### src/rtl/pipe_stage_skid.sv
// Pipeline stage register with valid/ready handshake, one-entry skid buffer, global stall and flush.
// Optional performance counters (stall_cnt, flush_cnt) are built when PIPE_STAGE_PERF_EN is defined.
module pipe_stage_skid #(
  parameter int unsigned WIDTH                 = 181,
  parameter bit          CLEAR_DATA            = 1'b1,
  parameter bit          FLUSH_OVERRIDES_STALL = 1'b1,
  parameter int unsigned CNT_WIDTH             = 16
) (
  input  logic                 Clk,
  input  logic                 Rst_n,
  input  logic                 write_enable,
  input  logic                 flush,
  input  logic                 in_valid,
  output logic                 in_ready,
  input  logic [WIDTH-1:0]     in_data,
  output logic                 out_valid,
  input  logic                 out_ready,
  output logic [WIDTH-1:0]     out_data
`ifdef PIPE_STAGE_PERF_EN
  ,
  output logic [CNT_WIDTH-1:0] stall_cnt,
  output logic [CNT_WIDTH-1:0] flush_cnt
`endif
);

  if (WIDTH == 0 || CNT_WIDTH == 0) begin : g_bad_params
    $error("pipe_stage_skid: WIDTH and CNT_WIDTH must be non-zero");
  end

  logic             r_m_valid;
  logic             r_s_valid;
  logic             r_in_ready;
  logic [WIDTH-1:0] r_m_data;
  logic [WIDTH-1:0] r_s_data;

  logic             w_acc;
  logic             w_drn;
  logic             w_flush_eff;
  logic             w_m_valid_nxt;
  logic             w_s_valid_nxt;
  logic [WIDTH-1:0] w_m_data_nxt;
  logic [WIDTH-1:0] w_s_data_nxt;

  assign w_acc       = in_valid & r_in_ready & write_enable;
  assign w_drn       = r_m_valid & out_ready & write_enable;
  assign w_flush_eff = flush & (FLUSH_OVERRIDES_STALL | write_enable);

  // Next-state selection for the main and skid entries; the skid only fills while main is blocked.
  always_comb begin
    w_m_valid_nxt = r_m_valid;
    w_s_valid_nxt = r_s_valid;
    w_m_data_nxt  = r_m_data;
    w_s_data_nxt  = r_s_data;
    if (w_flush_eff) begin
      w_m_valid_nxt = 1'b0;
      w_s_valid_nxt = 1'b0;
      if (CLEAR_DATA) begin
        w_m_data_nxt = {WIDTH{1'b0}};
        w_s_data_nxt = {WIDTH{1'b0}};
      end else begin
        w_m_data_nxt = r_m_data;
        w_s_data_nxt = r_s_data;
      end
    end else if (write_enable) begin
      if (!r_m_valid) begin
        if (w_acc) begin
          w_m_valid_nxt = 1'b1;
          w_m_data_nxt  = in_data;
        end else begin
          w_m_valid_nxt = 1'b0;
        end
      end else if (w_drn) begin
        if (r_s_valid) begin
          w_m_data_nxt  = r_s_data;
          w_s_valid_nxt = 1'b0;
        end else if (w_acc) begin
          w_m_data_nxt  = in_data;
        end else begin
          w_m_valid_nxt = 1'b0;
        end
      end else if (w_acc) begin
        w_s_valid_nxt = 1'b1;
        w_s_data_nxt  = in_data;
      end else begin
        w_m_valid_nxt = r_m_valid;
      end
    end else begin
      w_m_valid_nxt = r_m_valid;
    end
  end

  // State registers; in_ready is kept as its own flop so no output has logic after a register.
  always_ff @(posedge Clk or negedge Rst_n) begin
    if (!Rst_n) begin
      r_m_valid  <= 1'b0;
      r_s_valid  <= 1'b0;
      r_in_ready <= 1'b1;
      r_m_data   <= {WIDTH{1'b0}};
      r_s_data   <= {WIDTH{1'b0}};
    end else begin
      r_m_valid  <= w_m_valid_nxt;
      r_s_valid  <= w_s_valid_nxt;
      r_in_ready <= ~w_s_valid_nxt;
      r_m_data   <= w_m_data_nxt;
      r_s_data   <= w_s_data_nxt;
    end
  end

  assign out_valid = r_m_valid;
  assign out_data  = r_m_data;
  assign in_ready  = r_in_ready;

`ifdef PIPE_STAGE_PERF_EN
  logic [CNT_WIDTH-1:0] r_stall_cnt;
  logic [CNT_WIDTH-1:0] r_flush_cnt;
  logic                 w_stall_ev;

  assign w_stall_ev = r_m_valid & (~out_ready | ~write_enable);

  // Saturating event counters.
  always_ff @(posedge Clk or negedge Rst_n) begin
    if (!Rst_n) begin
      r_stall_cnt <= {CNT_WIDTH{1'b0}};
      r_flush_cnt <= {CNT_WIDTH{1'b0}};
    end else begin
      if (w_stall_ev && (r_stall_cnt != {CNT_WIDTH{1'b1}})) begin
        r_stall_cnt <= r_stall_cnt + {{(CNT_WIDTH-1){1'b0}}, 1'b1};
      end else begin
        r_stall_cnt <= r_stall_cnt;
      end
      if (w_flush_eff && (r_flush_cnt != {CNT_WIDTH{1'b1}})) begin
        r_flush_cnt <= r_flush_cnt + {{(CNT_WIDTH-1){1'b0}}, 1'b1};
      end else begin
        r_flush_cnt <= r_flush_cnt;
      end
    end
  end

  assign stall_cnt = r_stall_cnt;
  assign flush_cnt = r_flush_cnt;
`else
  // Counters are not built in this configuration.
`endif

endmodule

### config.mk
export PLATFORM = sky130hd
export DESIGN_NAME = pipe_stage_skid
export DESIGN_NICKNAME = d
export VERILOG_FILES = /design/src/rtl/pipe_stage_skid.sv
export SDC_FILE = /design/constraint.sdc
export NUM_CORES = 1
export LEC_CHECK = 0
export ABC_AREA = 1
export CORE_MARGIN = 2
export CORE_UTILIZATION = 57
export CTS_CLUSTER_DIAMETER = 150
export DETAILED_ROUTE_END_ITERATION = 6
export MAX_ROUTING_LAYER = met4
export PLACE_DENSITY_LB_ADDON = 0.05
export SYNTH_ARGS = -nofsm -noshare
export SYNTH_HDL_FRONTEND = slang
export SYNTH_SLANG_ARGS = --single-unit
### constraint.sdc
create_clock -name Clk -period 2.3 [get_ports Clk]
set_input_delay 0.46 -clock Clk [delete_from_list [all_inputs] [get_ports Clk]]
set_output_delay 0.46 -clock Clk [all_outputs]
set_load 0.01 [all_outputs]
==> results.tsv, run 1 <==
metric	value	unit
Seq/Total Area, Yosys	0.4856	
Synth Instances	2585	
TritonCTS clock tree	built	
Leak Pwr	12.18	nW
CTS Buffer Depth	3	
clock transition at the registers of the reported paths	0.06	ns
count leader, synth	nand2_1	
Antenna Nets Post-Route	0	
r2r worst-path depth	5	
max-slew violations	0	
status	completed	
asr flop ratio synth	1.000	
Filler cells	2458	
IO buf count	369	
Clk pwr share	0.428	
CP max FO	4	
initial antenna violation count	4	
layout cells sized above 1	0.04193	
Worst path max stage delay	0.66	ns
Slew @ Worst Pin	1.031	ns
global route overflow	0	
Worst-Skew Late Latency	0.52	ns
Pre-antenna DRT Iters	5	
Die Wd	185.7	um
crit-path cells	clkdlybuf4s50_1	
Peak supply drop	0.5012	mV
Post-CTS Setup Inserts	0	
PwrDens	625.1	nW/um2
Seq cells post-synth	365	
Slowest-stage cell, CP	dfstp_4	
initial DRC count	1966	
vias in the first global route	18555	
Synthesized Nets	2772	
DIE HEIGHT	185.7	um
CORE AREA	32540	um2
Crit. End Element	output pin	
DR vias/cell	5.704	
cell taking the most area after synthesis	dfrtp_1	
number of flops mapped to enable cells by yosys	0	
WL per Instance	17.95	um
overall power	15.06	mW
Psw	3.805	mW
pin count of the biggest net entering global routing	182	
Root Driver	clkbuf_16	
synth warn	0	
GRT Overall Usage	0.3535	
ys flop type	dfrtp_1	
Commonest cells post-synth	nand2_1 (814), dfrtp_1 (364), nor2_1 (362), nand3_1 (279), inv_1 (184)	
Period minus WS final	2.240	ns
combinational share of power	0.126	
Internal	11.25	mW
max_slew headroom	0.3124	
Cell variety after synth	20	
DPL Wire Length	34670	um
first-pass GRT wire length	95050	um
Synth Cell Area	18810	um2
synth top area cells	dfrtp_1 (48%), nand2_1 (16%), nand3_1 (7.4%)	
Routed WL	59380	um
Hold Path Class	input pin to flip-flop	
final hold vios	0	
DP Cell Count	3234	
final layout net count	3022	
via count	18869	
DRC	0	
TritonCTS Buffers	40	
critical path type	flip-flop to output pin	
CP Launch Type	flip-flop	
setup violators final	0	
worst path buffer plus inverter count	1	
Crit path max-delay family	flip-flops	
worst endpoint required time	1.84	ns
Arr. time, crit path	1.78	ns
RSZ-0062 raised after global routing	false	
sequential share of power	0.446	
fmax	0.4465	GHz
initial cell density of the core	0.5782	
Yosys top cell area share	0.4842	
Post-Syn Area per Cell	7.278	um2
io pins	370	
clk_skew	0.01002	ns
Routability Congestion	0.8731	
Crit. path cell count	1	
Fin Setup TNS	0	ns
H-tree depth	2	
area grow syn2layout	28.02	%
Non-Filler Instances	3308	
Die ar.	34480	um2
clock tree sinks	365	
FP Rows	66	
crit share post-route	0.9738	
sw frac	0.2527	
max cap viols	0	
Worst Hold Depth	5	
==> cell families after synthesis <==
| kind of cell | count (synthesis) | share of synthesized area |
|---|---|---|
| and+or+nand+nor | 1641 | 0.3709 |
| DFF | 365 | 0.4856 |
| buffers and inverters | 394 | 0.09371 |
| AOI/OAI and AO/OA | 185 | 0.04981 |
==> sequential cells by signal, indices dropped and copies added, names as in the netlist <==
name,count
r_s_data,181
r_s_valid,1
out_data,181
in_ready,1
out_valid,1
==> layout make-up <==
class	count	area (um2)	area share
antenna	4	10.01	0.0004156
clock buffer	62	1225	0.05086
clock inverter	7	85.08	0.003533
inverter	185	694.4	0.02883
multi-input combinational	1826	7964	0.3307
sequential	365	9139	0.3794
tap	442	553.0	0.02296
timing repair buffer	417	4414	0.1833
==> worst paths after layout <==
kind                                            from                         to  slack [ns]
setup / recovery                  in_ready$_DFF_PN1_                   in_ready        0.06
hold / removal                          write_enable  out_data[172]$_DFFE_PN0P_        0.37
setup reg to reg                  in_ready$_DFF_PN1_  out_data[160]$_DFFE_PN0P_        0.29
hold reg to reg            out_data[123]$_DFFE_PN0P_  out_data[123]$_DFFE_PN0P_        0.50
max in group asynchronous                      Rst_n  out_data[124]$_DFFE_PN0P_        1.06
min in group asynchronous                      Rst_n  out_data[126]$_DFFE_PN0P_        0.44
==> routing by layer <==
layer  vias to the layer above  routed length (um)  GRT usage
met5                         -                   0          -
met4                         0                2384     0.1609
met3                       159                5745    0.07141
met2                      1026               27450     0.5412
met1                      8910               23790     0.4571
li1                       8774                   -          -
==> metrics by stage <==
step	utilization	worst slack, ns	hold WS, ns	area (um2)
final	0.7402	0.06023	0.3746	24080
after global routing	0.7402	0.02814	0.4088	24080
after CTS	0.7399	0.04999	0.3715	24070
after detailed placement	0.6994	0.1998	0.4077	22750
after global placement	0.6994	0.2645	0.4069	22750
after floorplan	-	0.8093	0.1644	18810
==> power by group through the flow <==
stage / sequential [mW] / clock (mW) / combinational [mW]
floorplan: 6.85 / 0 / 0.757
global placement: 6.82 / 0 / 1.84
detailed placement: 6.83 / 0 / 1.87
CTS: 6.72 / 6.49 / 1.88
global route: 6.73 / 6.77 / 2.05
finish: 6.72 / 6.45 / 1.89
==> placed cells by master, fill, tap and decap left out <==
master,n
nand2_1,813
clkdlybuf4s50_1,366
dfrtp_1,364
nor2_1,362
nand3_1,278
inv_1,184
nand4_1,182
o21ai_0,162
clkbuf_16,41
buf_12,28
o21ai_1,20
buf_4,19
clkbuf_8,12
clkbuf_1,9
clkinv_2,5
diode_2,4
nor2_4,2
nand3_4,2
bufinv_16,2
buf_6,2
o21ai_4,1
a21oi_1,1
inv_2,1
nand2_4,1
nand2_2,1
a21oi_4,1
dlygate4sd3_1,1
dfstp_4,1
buf_8,1
==> what timing repair did <==
item                      in CTS  in global routing
hold buffers                   1                  0
gates resized for setup        0                  0
hold endpoints to repair      40                  0
(Power assumes the default switching activity.)
==> inputs of run 2 (changes only) <==
--- a/config.mk
+++ b/config.mk
@@ -7,7 +7,7 @@
 export LEC_CHECK = 0
 export ABC_AREA = 1
 export CORE_MARGIN = 2
-export CORE_UTILIZATION = 57
+export CORE_UTILIZATION = 53
 export CTS_CLUSTER_DIAMETER = 150
 export DETAILED_ROUTE_END_ITERATION = 6
 export MAX_ROUTING_LAYER = met4
==> constraint.sdc (replaced) <==
create_clock -name Clk -period 2.5 [get_ports Clk]
set_input_delay 0.5 -clock Clk [delete_from_list [all_inputs] [get_ports Clk]]
set_output_delay 0.5 -clock Clk [all_outputs]
set_load 0.01 [all_outputs]
==> results.tsv, run 2 (same netlist as run 1, synthesis figures left out) <==
metric	value	unit	change
IO buf count	369		unchanged
Leak Pwr	12.25	nW	was 12.18 nW
Hold-fix buffers, CTS	1		unchanged
Filler cells	2873		was 2458
max-slew violations	0		unchanged
WL per Instance	18.03	um	was 17.95 um
Slowest-stage cell, CP	dfstp_4		unchanged
Antenna Nets Post-Route	0		unchanged
overall power	14.34	mW	was 15.06 mW
clock transition at the registers of the reported paths	0.06	ns	about the same
DPL Wire Length	35180	um	was 34670 um
CP max FO	5		was 4
Worst path max stage delay	0.65	ns	was 0.66 ns
post-CTS sizing	0		unchanged
initial cell density of the core	0.5341		was 0.5782
area grow syn2layout	28.90	%	was 28.02%
worst path buffer plus inverter count	1		unchanged
Routed WL	60210	um	was 59380 um
initial antenna violation count	7		was 4
DRC	0		unchanged
Arr. time, crit path	1.83	ns	was 1.78 ns
Reg2Reg Setup Slack	0.47	ns	was 0.29 ns
TritonCTS clock tree	built		unchanged
Crit. End Element	output pin		unchanged
CORE AREA	35220	um2	was 32540 um2
FP Rows	69		was 66
clock tree sinks	365		unchanged
critical path type	flip-flop to output pin		unchanged
io pins	370		unchanged
layout cells sized above 1	0.04564		was 0.04193
Post-CTS Setup Inserts	0		unchanged
Register Area	9139	um2	unchanged
pin count of the biggest net entering global routing	182		unchanged
CTS Buffer Depth	3		unchanged
Routability Congestion	0.8345		was 0.8731
via count	19002		was 18869
critical path startpoint	in_ready$_DFF_PN1_		unchanged
status	completed		unchanged
DIE HEIGHT	192.4	um	was 185.7 um
H-tree depth	2		unchanged
Slew @ Worst Pin	1.269	ns	was 1.031 ns
Fin Setup TNS	0	ns	unchanged
setup violators final	0		unchanged
commonest cells after routing, fill and taps aside	nand2_1 (813), clkdlybuf4s50_1 (366), dfrtp_1 (364)		unchanged
Worst-Skew Late Latency	0.54	ns	was 0.52 ns
vias in the first global route	18627		was 18555
Period minus WS final	2.326	ns	
GRT Overall Usage	0.3346		was 0.3535
max_slew headroom	0.1542		was 0.3124
worst endpoint required time	2.00	ns	was 1.84 ns
max cap viols	0		unchanged
Die ar.	37020	um2	was 34480 um2
first-pass GRT wire length	96680	um	was 95050 um
worst reg2reg endpoint	r_s_data[106]$_DFFE_PN0P_		was out_data[160]$_DFFE_PN0P_
fmax	0.4300	GHz	
area of the multi-input gates	7964	um2	unchanged
Crit. path cell count	1		unchanged
clk_skew	0.02012	ns	was 0.01002 ns
TritonCTS Buffers	42		was 40
Pre-antenna DRT Iters	5		unchanged
Die Wd	192.4	um	was 185.7 um
Hold Path Class	input pin to flip-flop		unchanged
r2r worst-path depth	4		was 5
crit-path cells	clkdlybuf4s50_1		unchanged
DR vias/cell	5.691		was 5.704
leading cell type in the layout, fill and taps excluded	nand2_1		unchanged
Root Driver	clkbuf_16		unchanged
R2R Path Start	in_ready$_DFF_PN1_		unchanged
final hold vios	0		unchanged
final layout net count	3024		was 3022
global route overflow	0		unchanged
crit share post-route	0.9303		
initial DRC count	1763		was 1966
Worst setup endpoint	in_ready		unchanged
RSZ-0062 raised after global routing	false		unchanged
Peak supply drop	0.5303	mV	was 0.5012 mV
Crit path max-delay family	flip-flops		unchanged
CP Launch Type	flip-flop		unchanged
PwrDens	591.2	nW/um2	was 625.1 nW/um2
## run 2: cell count changes in the layout (fill, tap and decap cells not counted)
cell | before | now
clkinv_2 | 5 | 12
buf_12 | 28 | 27
inv_2 | 1 | 0
clkbuf_8 | 12 | 11
clkbuf_1 | 9 | 6
bufinv_16 | 2 | 3
clkinv_4 | 0 | 1
clkbuf_16 | 41 | 45
buf_4 | 19 | 20
diode_2 | 4 | 8
## run 2: worst min-delay path by stage
stage                 start                         to  slack [ns]  cells past startpoint
2_1_floorplan         Rst_n    out_data[0]$_DFFE_PN0P_        0.20                      0
3_3_place_gp          Rst_n  r_s_data[125]$_DFFE_PN0P_        0.42                      1
3_5_place_dp          Rst_n  r_s_data[125]$_DFFE_PN0P_        0.43                      1
4_1_cts        write_enable   out_data[20]$_DFFE_PN0P_        0.44                      5
5_1_grt               Rst_n  r_s_data[125]$_DFFE_PN0P_        0.47                      2
6_report       write_enable   out_data[20]$_DFFE_PN0P_        0.45                      5
## run 2: cell type report
cell class	count	share of cell area
Timing Repair Buffer	417	0.1815
Clock buffer	62	0.05361
Inverter	185	0.02869
Clock inverter	15	0.006346
Sequential cell	365	0.3768
Multi-Input combinational cell	1826	0.3284
Tap cell	461	0.02378
Antenna cell	8	0.0008255
## run 2: stage by stage
step	util	hold slack, ns	cell area, um2	setup WS (ns)	instances
after floorplan	-	0.2044	18810	0.9744	2585
after global placement	0.6463	0.4238	22770	0.3277	3253
after detailed placement	0.6463	0.4289	22770	0.2988	3253
after CTS	0.6879	0.4394	24230	0.1725	3331
after global routing	0.6884	0.4728	24250	0.1197	3338
final	0.6885	0.4481	24250	0.1742	3339
## run 2: report_power, final
group	switching, mW	leakage [nW]	internal (mW)	total [mW]
sequential	0.132	5.05	6.05	6.19
combinational	0.998	6.47	0.739	1.74
clock	2.51	0.730	3.91	6.41
total	3.64	12.2	10.7	14.3
## run 2: routing by layer
layer / vias up / routed length (um) / share of wire / track usage
met5: - / 0 / 0 / -
met1: 9126 / 24480 / 0.41 / 0.4365
met3: 141 / 5284 / 0.088 / 0.05656
met4: 0 / 2199 / 0.037 / 0.1330
met2: 934 / 28240 / 0.47 / 0.5235
li1: 8801 / - / - / -
==> inputs of run 3 (changes only) <==
--- a/config.mk
+++ b/config.mk
@@ -7,7 +7,7 @@
 export LEC_CHECK = 0
 export ABC_AREA = 1
 export CORE_MARGIN = 2
-export CORE_UTILIZATION = 53
+export CORE_UTILIZATION = 57
 export CTS_CLUSTER_DIAMETER = 150
 export DETAILED_ROUTE_END_ITERATION = 6
 export MAX_ROUTING_LAYER = met4
==> constraint.sdc (replaced) <==
create_clock -name Clk -period 2.75 [get_ports Clk]
set_input_delay 0.55 -clock Clk [delete_from_list [all_inputs] [get_ports Clk]]
set_output_delay 0.55 -clock Clk [all_outputs]
set_load 0.1 [all_outputs]
==> results.tsv, run 3 (same netlist as run 1, synthesis figures left out) <==
metric	value	unit	change
status	completed		unchanged
Non-Filler Instances	3305		was 3339
CP Launch Type	flip-flop		unchanged
r2r worst-path depth	5		was 4
dpl cell area	22250	um2	was 22770 um2
initial cell density of the core	0.5782		was 0.5341
Worst Hold Depth	2		was 5
clk_skew	0.009771	ns	was 0.02012 ns
Period minus WS final	2.153	ns	
DPL Wire Length	33950	um	was 35180 um
initial antenna violation count	5		was 7
Root Driver	clkbuf_16		unchanged
initial DRC count	2034		was 1763
via count	18961		was 19002
Post-CTS Setup Inserts	0		unchanged
final setup margin	0.5970	ns	was 0.1742 ns
fin area	23580	um2	was 24250 um2
CORE AREA	32540	um2	was 35220 um2
critical path type	flip-flop to output pin		unchanged
Die Wd	185.7	um	was 192.4 um
GRT Overall Usage	0.3432		was 0.3346
Internal	9.333	mW	was 10.70 mW
layout cells sized above 1	0.1043		was 0.04564
H-tree depth	2		unchanged
RSZ-0062 raised after global routing	false		unchanged
crit share post-route	0.7829		
PwrDens	560.9	nW/um2	was 591.2 nW/um2
Crit path max-delay family	flip-flops		unchanged
overall power	13.23	mW	was 14.34 mW
max_slew headroom	0.3229		was 0.1542
FP Rows	66		was 69
pin count of the biggest net entering global routing	182		unchanged
Worst path max stage delay	0.84	ns	was 0.65 ns
final layout net count	3015		was 3024
final core occ	0.7248		was 0.6885
setup violators final	0		unchanged
IO buf count	369		unchanged
Leak Pwr	12.51	nW	was 12.25 nW
WL per Instance	17.73	um	was 18.03 um
vias in the first global route	18311		was 18627
Slew @ Worst Pin	1.016	ns	was 1.269 ns
global route overflow	0		unchanged
combinational share of power	0.169		was 0.121
max cap viols	0		unchanged
crit-path cells	buf_12		was clkdlybuf4s50_1
commonest cells after routing, fill and taps aside	nand2_1 (813), dfrtp_1 (364), nor2_1 (362)		was nand2_1 (813), clkdlybuf4s50_1 (366), dfrtp_1 (364)
DR vias/cell	5.737		was 5.691
Peak supply drop	0.4173	mV	was 0.5303 mV
Routability Congestion	0.8429		was 0.8345
pre-CTS WS	0.4149	ns	was 0.2988 ns
Psw	3.894	mW	was 3.635 mW
Crit. path cell count	1		unchanged
sw frac	0.2944		was 0.2536
TritonCTS Buffers	39		was 42
Arr. time, crit path	1.60	ns	was 1.83 ns
CTS Buffer Depth	3		unchanged
Routed WL	58600	um	was 60210 um
worst path buffer plus inverter count	1		unchanged
Clk pwr share	0.406		was 0.447
Fin Setup TNS	0	ns	unchanged
clock transition at the registers of the reported paths	0.06	ns	about the same
Worst-Skew Late Latency	0.53	ns	was 0.54 ns
io pins	370		unchanged
clock tree sinks	365		unchanged
final hold vios	0		unchanged
Hold Path Class	flip-flop to flip-flop		was input pin to flip-flop
max-slew violations	0		unchanged
area grow syn2layout	25.35	%	was 28.90%
first-pass GRT wire length	92520	um	was 96680 um
Slowest-stage cell, CP	dfstp_4		unchanged
Die ar.	34480	um2	was 37020 um2
fmax	0.4645	GHz	
minimum hold slack	0.5016	ns	was 0.4481 ns
sequential share of power	0.425		was 0.431
DRC	0		unchanged
DP Cell Count	3228		was 3253
leading cell type in the layout, fill and taps excluded	nand2_1		unchanged
worst endpoint required time	2.20	ns	was 2.00 ns
TritonCTS clock tree	built		unchanged
CP max FO	26		was 5
Antenna Nets Post-Route	0		unchanged
Pre-antenna DRT Iters	5		unchanged
Crit. End Element	output pin		unchanged
DIE HEIGHT	185.7	um	was 192.4 um
==> run 3: cell types whose count changed in the layout (fill, tap and decap cells not counted), moves of 2 or more <==
| cell | previous run | this run |
|---|---|---|
| clkdlybuf4s50_1 | 366 | 183 |
| clkbuf_1 | 6 | 9 |
| clkbuf_16 | 45 | 41 |
| buf_4 | 20 | 196 |
| clkinv_2 | 12 | 7 |
| diode_2 | 8 | 6 |
==> run 3: final cells by class <==
| type | count | area, um2 |
|---|---|---|
| inverter | 185 | 694.4 |
| multi-input combinational | 1826 | 7964 |
| sequential | 365 | 9139 |
| clock buffer | 61 | 1211 |
| antenna | 6 | 15.01 |
| timing repair buffer | 411 | 3911 |
| tap | 442 | 553.0 |
| clock inverter | 9 | 95.09 |
| fill | 2591 | 8954 |
==> run 3: per-layer routing <==
layer | vias to the layer above | wire, um | GRT usage
li1 | 8774 | - | -
met1 | 9003 | 23180 | 0.4477
met2 | 1044 | 27550 | 0.5336
met3 | 140 | 5971 | 0.06183
met4 | 0 | 1902 | 0.1414
met5 | - | 0 | -
==> run 3: final timing paths <==
kind,slack [ns],startpoint,end
setup / recovery,0.60,in_ready$_DFF_PN1_,in_ready
hold / removal,0.50,out_data[135]$_DFFE_PN0P_,out_data[135]$_DFFE_PN0P_
setup reg to reg,0.62,in_ready$_DFF_PN1_,out_data[69]$_DFFE_PN0P_
hold reg to reg,0.50,out_data[135]$_DFFE_PN0P_,out_data[135]$_DFFE_PN0P_
max in group asynchronous,1.37,Rst_n,in_ready$_DFF_PN1_
min in group asynchronous,0.56,Rst_n,out_data[126]$_DFFE_PN0P_
==> run 3: timing repair <==
item,in CTS,in global routing
endpoints found under the setup margin,0,0
hold endpoints to repair,47,0
resized for setup,0,0
hold buffers,1,0
==> run 3: power groups by stage <==
stage | combinational [mW] | sequential, mW | clock (mW)
after floorplan | 0.633 | 6.42 | 0
after global placement | 2.19 | 5.71 | 0
after detailed placement | 2.21 | 5.71 | 0
after CTS | 2.22 | 5.62 | 5.43
after global routing | 2.36 | 5.63 | 5.67
final | 2.23 | 5.62 | 5.38
